**src/rtl/if_trace_buffer.sv**
```systemverilog
// IF trace buffer: captures IF tracker records into a FIFO and presents them downstream.
// Optional drop counter port enabled by defining IF_TRACE_DROP_COUNT_EN.
package ryuki_datatypes;

    typedef struct packed {
        logic [31:0] pc;
        logic [31:0] instr;
        logic [15:0] time_start;
        logic [15:0] time_end;
    } if_trace_t;

    typedef struct packed {
        if_trace_t if_data;
    } trace_output;

endpackage

module if_trace_buffer
    import ryuki_datatypes::*;
#(
    parameter int DEPTH     = 8,
    parameter int CNT_WIDTH = 16
) (
    input  logic                     clk,
    input  logic                     rst,
    input  logic                     if_data_ready,
    input  trace_output              if_data_i,
    input  logic                     flush,
    input  logic                     trace_ready,
    output logic                     trace_valid,
    output trace_output              trace_data,
    output logic [$clog2(DEPTH):0]   fill_level,
    output logic                     overflow
`ifdef IF_TRACE_DROP_COUNT_EN
    ,
    output logic [CNT_WIDTH-1:0]     drop_count
`endif
);

    localparam int PW = $clog2(DEPTH);
    localparam int CW = PW + 1;
    localparam logic [CW-1:0] FULL = CW'(DEPTH);

    typedef enum logic {
        IDLE,
        PRESENT
    } state_t;

    state_t            state_q, state_d;
    logic [PW-1:0]     wr_ptr_q, wr_ptr_d;
    logic [PW-1:0]     rd_ptr_q, rd_ptr_d;
    logic [CW-1:0]     count_q, count_d;
    trace_output       out_q, out_d;
    logic              overflow_q, overflow_d;
    logic              prev_ready_q, prev_ready_d;
    logic [15:0]       last_te_q, last_te_d;
    trace_output       mem_q [DEPTH];

    logic new_rec;
    logic load;
    logic bypass;
    logic push;
    logic pop;
    logic drop;

    always_comb begin
        state_d      = state_q;
        wr_ptr_d     = wr_ptr_q;
        rd_ptr_d     = rd_ptr_q;
        count_d      = count_q;
        out_d        = out_q;
        overflow_d   = overflow_q;
        prev_ready_d = if_data_ready;
        last_te_d    = last_te_q;
        load         = 1'b0;
        bypass       = 1'b0;
        push         = 1'b0;
        pop          = 1'b0;
        drop         = 1'b0;

        new_rec = if_data_ready &&
                  (!prev_ready_q ||
                   (if_data_i.if_data.time_end != last_te_q));
        if (new_rec) begin
            last_te_d = if_data_i.if_data.time_end;
        end

        if (flush) begin
            wr_ptr_d = '0;
            rd_ptr_d = '0;
            count_d  = '0;
            state_d  = IDLE;
        end else begin
            // Output register is free when idle or being consumed this cycle
            load = (state_q == IDLE) || trace_ready;
            if (load) begin
                if (count_q != '0) begin
                    out_d   = mem_q[rd_ptr_q];
                    pop     = 1'b1;
                    state_d = PRESENT;
                end else if (new_rec) begin
                    out_d   = if_data_i;
                    bypass  = 1'b1;
                    state_d = PRESENT;
                end else begin
                    state_d = IDLE;
                end
            end

            push = new_rec && !bypass && ((count_q != FULL) || pop);
            drop = new_rec && !bypass && !push;

            if (push) begin
                wr_ptr_d = wr_ptr_q + 1'b1;
            end
            if (pop) begin
                rd_ptr_d = rd_ptr_q + 1'b1;
            end
            if (push && !pop) begin
                count_d = count_q + 1'b1;
            end else if (pop && !push) begin
                count_d = count_q - 1'b1;
            end
            if (drop) begin
                overflow_d = 1'b1;
            end
        end
    end

    always_ff @(posedge clk or negedge rst) begin
        if (!rst) begin
            state_q      <= IDLE;
            wr_ptr_q     <= '0;
            rd_ptr_q     <= '0;
            count_q      <= '0;
            out_q        <= '0;
            overflow_q   <= 1'b0;
            prev_ready_q <= 1'b0;
            last_te_q    <= '0;
        end else begin
            state_q      <= state_d;
            wr_ptr_q     <= wr_ptr_d;
            rd_ptr_q     <= rd_ptr_d;
            count_q      <= count_d;
            out_q        <= out_d;
            overflow_q   <= overflow_d;
            prev_ready_q <= prev_ready_d;
            last_te_q    <= last_te_d;
        end
    end

    always_ff @(posedge clk) begin
        if (push) begin
            mem_q[wr_ptr_q] <= if_data_i;
        end
    end

`ifdef IF_TRACE_DROP_COUNT_EN
    logic [CNT_WIDTH-1:0] drop_cnt_q, drop_cnt_d;

    always_comb begin
        drop_cnt_d = drop_cnt_q;
        if (drop && (drop_cnt_q != '1)) begin
            drop_cnt_d = drop_cnt_q + 1'b1;
        end
    end

    always_ff @(posedge clk or negedge rst) begin
        if (!rst) begin
            drop_cnt_q <= '0;
        end else begin
            drop_cnt_q <= drop_cnt_d;
        end
    end

    assign drop_count = drop_cnt_q;
`endif

    assign trace_valid = (state_q == PRESENT);
    assign trace_data  = out_q;
    assign overflow    = overflow_q;
    assign fill_level  = count_q + CW'(state_q == PRESENT);

endmodule
```
**config.mk**
```make
export PLATFORM = sky130hd
export DESIGN_NAME = if_trace_buffer
export DESIGN_NICKNAME = d
export VERILOG_FILES = /design/src/rtl/if_trace_buffer.sv
export SDC_FILE = /design/constraint.sdc
export NUM_CORES = 1
export LEC_CHECK = 0
export ABC_CLOCK_PERIOD_IN_PS = 12000
export BUFFER_PORTS_ARGS = -buffer_cell sky130_fd_sc_hd__buf_2
export CAP_MARGIN = 20
export CORE_MARGIN = 10
export CORE_UTILIZATION = 55
export DETAILED_ROUTE_END_ITERATION = 6
export PLACE_DENSITY = 0.78
export SYNTH_ARGS = -nofsm -noshare
export SYNTH_HDL_FRONTEND = slang
export SYNTH_SLANG_ARGS = --single-unit
```
**constraint.sdc**
```tcl
create_clock -name clk -period 12 [get_ports clk]
set_clock_uncertainty 0.2 [all_clocks]
set_input_delay 0.6 -clock clk [delete_from_list [all_inputs] [get_ports clk]]
set_output_delay 0.6 -clock clk [all_outputs]
set_load 0.02 [all_outputs]
```
Word-level counts from Yosys, hierarchy flattened
Memories as Yosys holds them, arrays and structs flattened.
Index checks and enable logic that the tools add are counted.
W data, S select, Z words.
- muxes and demuxes: 22
- bitwise operators: 2
- reduce and logical (&&, ||, !) cells: 21
- add/sub/neg operators: 5
- eq/ne operators: 2
- operator list (kind ; number):
    $mux W96 ; 2
    $ne A16 B16 Y1 ; 1
    $mux W1 ; 13
    $mux W3 ; 4
    $mux W4 ; 3
    $reduce_bool A2 Y1 ; 4
    $add A3 B1 Y3 const B ; 2
    $logic_and A1 B1 Y1 ; 6
    $add A4 B1 Y4 ; 1
    $add A4 B1 Y4 const B ; 1
    $logic_not A1 Y1 ; 4
    $ne A4 B4 Y1 const B ; 1
    $reduce_bool A4 Y1 ; 1
    $sub A4 B1 Y4 const B ; 1
    $logic_or A1 B1 Y1 ; 3
    $reduce_and A3 Y1 ; 1
    $reduce_bool A3 Y1 ; 1
    $not A1 Y1 ; 2
    $reduce_and A2 Y1 ; 1
- bits in writable memories: 768
- input bits: 101
- output and inout port bits: 102
- bits in registers: 125
- memories: 1
- word-level logic and storage cells: 64
- memories (name ; depth ; bits a word ; read ports ; clocked after memory_dff ; wr ports ; line ; text):
    mem_q ; 8 ; 96 ; 1 ; 0 ; 1 ; 57 ; trace_output mem_q [DEPTH];

Longest topological paths before layout
- depth after elaboration: 15
- gate-level depth with buffers: 12
- depth with buffers taken out: 11

Worst setup path before layout
No wires, ideal clock.
- kind: input port to flip-flop
- start point: input if_data_ready
- end point: memory mem_q[4][0] in the netlist's numbering (enable)
- arrival: 10.479 ns
- library setup time: 0.786 ns
- stages: 5
- path buffers: 1
- data required time: 11.014 ns
- path slack: 0.535 ns
- cell sequence: clkbuf_1 o21ai_4 a21oi_1 nand2_1 nor4_1
- cells in the longest elaborated chain, start to end: 11
- RTL lines (item ; line ; text):
    start: declaration ; 26 ; input logic if_data_ready,
    $logic_and A1 B1 Y1 * ; 81 ; new_rec = if_data_ready &&
    $mux W1 ; 101 ; end else if (new_rec) begin
    $mux W1 ; 97 ; if (count_q != '0) begin
    $mux W1 ; 96 ; if (load) begin
    $mux W1 ; 88 ; if (flush) begin
    $logic_not A1 Y1 ; 110 ; push = new_rec && !bypass && ((count_q != FULL) || pop);
    $logic_and A1 B1 Y1 * (2 in a row) ; 110 ;
    $mux W1 * ; 88 ;
    $mux W1 * ; 153 ; if (push) begin
    $mux W1 (not written as such) * ; 154 ; mem_q[wr_ptr_q] <= if_data_i;
    end: declaration ; 57 ;
Every way passes the cells marked *; elsewhere a longest branch is shown, timed or not. The select of a mux whose other input is x is not followed.

Worst setup path after layout
- start point: register rd_ptr_q[0]
- end point: register out_q, in the netlist trace_data[32]
- cells in the longest elaborated chain, start to end: 2
- RTL lines (item ; line ; text):
    start: declaration ; 51 ; logic [PW-1:0] rd_ptr_q, rd_ptr_d;
    start signal: assignment ; 143 ; rd_ptr_q <= rd_ptr_d;
    $mem_v2 Z8 W96 ; n/a ;
    $mux W96 ; 97 ;
    end signal: assignment ; 145 ; out_q <= out_d;
    end: declaration ; 53 ; trace_output out_q, out_d;
Every way passes these cells.
A chain may end at the register's enable or synchronous reset.

==> summary.txt <==
Critical path
  – R2r endpoint: trace_data[32]
  – WP data required: 12,260 ps
  – CP Data Arrival Time: 4420 ps
  – Crit path largest cell delay: 1090 ps
  – Crit-path slowest cell: dfrtp_4
  – Critical path peak fanout: 99
  – CP Launch Point: rd_ptr_q[0]
  – Element type at the critical path start: flop
  – Critical path depth in cells: 7
  – Reg2reg path depth: 7
  – Crit path buf inv count: 2
  – Start of the worst register-to-register path: rd_ptr_q[0]
  – R2R setup slack: 7840 ps
  – Critical setup path kind: reg2reg
  – Endpoint type of the worst setup path: flop
  – Crit path max-delay family: buffers and inverters
  – Critical Path End: trace_data[32]
  – Worst path cell trace: buf_12 > buf_4 > mux4_2 > mux2i_1 > nor2_1 > a21oi_1 > o21ai_1

Final layout
  – Most frequent cells in the layout: edfxtp_1, buf_2, mux4_2
  – Util after Layout: 63.44%
  – Layout area overhead: 13.85%
  – # nets final: 2,110
  – Commonest non-fill, non-tap cell in the layout: edfxtp_1
  – Fraction of layout cells with a size suffix above 1: 28.23%
  – Number of fill cells: 4,246

Clocking
  – Cell chosen for the clock root: clkbuf_16
  – CTS buffer count: 88
  – Clk buf depth: 3
  – Reg clk slew, reported paths: 60 ps
  – Worst-Skew Late Latency: 630 ps
  – CTS tree: yes
  – Clk sinks: 893
  – Setup Fix Bufs, Post-CTS: 0
  – H-tree level count: 3

STA
  – Actual slew at the worst max-slew pin: 1070 ps
  – Slew Limit Fails: 0
  – Fmax: 240.5 MHz
  – Setup TNS: 0 ps
  – Final setup viols: 0
  – Slew headroom: 28.69%
  – RSZ-0062 raised after global routing: no
  – Setup ws final: 7842 ps
  – Fin crit share: 34.65%
  – Fin. Hold Viols: 0
  – Min Clock Period, post-route: 4158 ps

Power and ir drop
  – Cell-internal power: 6174 uW
  – Clk pwr share: 30.5%
  – NetSw: 2705 uW
  – Worst IR Drop VDD: 0.8709 mV
  – Pwr/cell area: 226.0 nW/um^2
  – Comb power frac: 25.9%
  – Leakage: 0.01312 uW
  – Sequential Power Share: 43.6%
  – Sw Ratio: 30.46%

Die
  – Die Span Y: 270.5 um
  – Initial core utilization: 55.72%
  – Die area: 73,160 um^2
  – Die W: 270.5 um
  – Core ar.: 61,940 um^2
  – FP Rows: 91
  – IO Pins: 203

Detailed routing
  – DRT Wirelength: 73,360 um
  – # DRC: 0
  – Final ANT Viol Nets: 0
  – DR vias: 17,370
  – 1st-pass router iterations: 5
  – 1st-iter DRT viols: 1,582
  – Average routed wire per standard cell: 25.15 um
  – Met3 WL post-DR: 4975 um
  – Vias/cell: 5.954
  – Metal-1 WL: 29,910 um
  – Top Metal Used: met5
  – Met2 WL: 36,920 um

Global route
  – Total track usage: 20.11%
  – Vias in the first global route: 18,410
  – Grt ovf: 0
  – First-pass GRT wire length: 112,700 um
  – Initial antenna violation count: 8
  – Largest net degree at the start of global routing: 196

Placed design
  – RePlAce Congestion: 0.7422
  – Buffers on Ports: 202
  – Pre-CTS setup slack: 7675 ps
  – Post-DP HPWL: 39,450 um

Logic synthesis
  – Post-Synthesis Cell Area: 34,510 um^2
  – Seq/Total Area, Yosys: 75.89%
  – EDFF count, synth: 768
  – Yosys top cell by area: edfxtp_1
  – Syn Area/Cell: 19.39 um^2
  – Synth Register Bits: 893
  – Async S/R FF share, synth: 14.00%
  – Netlist cell types: 34
  – Post-Synthesis Cells: 1,780
  – Top cells by area, synth: edfxtp_1, mux4_2, dfrtp_1
  – Yosys warns: 0
  – Mapped Nets: 1,888
  – Ys flop type: edfxtp_1
  – Synth top area share: 66.83%

Run
  – Max_cap viols: 0

Min path
  – Type of the most critical hold path: in2reg
  – Hold-critical path depth: 1

Run status
  – Status: finished clean
## routing by layer
layer | track usage [%] | vias up
li1 | - | 7534
met1 | 26.74 | 9097
met2 | 33.54 | 628
met3 | 3.881 | 102
met4 | 5.939 | 8
met5 | 0 | -
## cells by family (layout without fill, tap and decap cells)
family                     count (synthesis)  after routing  share of synthesized area (%)
other                                      0              4                              0
muxes                                    307            307                          15.92
DFF                                      893            893                          75.89
buffers and inverters                    109            405                          1.534
and+or+nand+nor                          234            234                          2.694
AOI/OAI and AO/OA                        206            206                          3.075
xor gates and xnor gates                  24             24                         0.6091
adders and majority gates                  7              7                         0.2755
## worst register-to-register path, delay by kind of cell, from the launching register on
| kind | cells | cell delay (ps) |
|---|---|---|
| DFF | 1 | 1090 |
| muxes | 2 | 810 |
| AOI/OAI and AO/OA | 2 | 260 |
| buffers and inverters | 2 | 1580 |
| and+or+nand+nor | 1 | 60 |
## timing repair
action	4_1_cts	5_1_grt
gates resized for setup	0	0
endpoints found under the hold margin	71	0
endpoints found under the setup margin	0	0
hold buffers	2	0
## area by class of cell
type                            instances  area [um^2]  share of cell area [%]
Timing Repair Buffer                  234         1287                   3.277
Tap cell                              837         1047                   2.665
Multi-Input combinational cell        778         7851                   19.98
Clock inverter                         50        432.9                   1.102
Clock buffer                          114         2435                   6.197
Antenna cell                            4        10.01                 0.02548
Inverter                                7        26.28                 0.06687
Sequential cell                       893        26200                   66.68
## stage by stage
step                      area, um^2  hold WS [ps]  std cells  power, uW
final                          39290         53.17       2917       8879
after global routing           39290         48.55       2916       9308
after CTS                      39280         20.15       2913       8969
after detailed placement       36390         249.5       2747       6256
after global placement         36390         254.2       2747       6191
after floorplan                34510         104.4       1780       5574
## registers in the layout, summed over array words and instances, names as in the netlist
name	flops
count_q	4
last_te_q	16
mem_q	768
overflow	1
prev_ready_q	1
rd_ptr_q	3
trace_data	96
trace_valid	1
wr_ptr_q	3
## power by group through the flow
stage / Sequential (uW) / Combinational, uW / Clock (uW)
4_1_cts: 3880 / 2340 / 2750
5_1_grt: 3910 / 2510 / 2890
2_1_floorplan: 4030 / 1540 / 0
3_3_place_gp: 3920 / 2270 / 0
3_5_place_dp: 3940 / 2320 / 0
6_report: 3870 / 2300 / 2710
## synthesized netlist by cell type (2+ instances only)
| cell type | n |
|---|---|
| or3_1 | 2 |
| nand3_1 | 5 |
| nor2_1 | 106 |
| nand2b_1 | 2 |
| o21ai_0 | 74 |
| buf_6 | 10 |
| ha_1 | 6 |
| edfxtp_1 | 768 |
| and3_1 | 2 |
| clkbuf_1 | 43 |
| clkbuf_2 | 4 |
| xnor2_1 | 7 |
| xor2_1 | 17 |
| mux2_2 | 16 |
| nor3_1 | 4 |
| dfrtp_1 | 125 |
| nand2_1 | 103 |
| buf_1 | 13 |
| a21o_1 | 3 |
| mux2i_1 | 99 |
| buf_2 | 32 |
| a21oi_1 | 101 |
| mux4_2 | 192 |
| inv_1 | 7 |
| nor4_1 | 8 |
| o21ai_1 | 23 |
## how the worst min path moves through the flow
stage                       start      endpoint  slack [ps]
detailed placement       overflow      overflow         250
CTS                 if_data_i[68]  mem_q[3][68]          20
floorplan                     rst    count_q[0]         100
global route        if_data_i[17]  mem_q[2][17]          50
global placement         overflow      overflow         250
finish              if_data_i[93]  mem_q[1][93]          50
(Power assumes the default switching activity.)
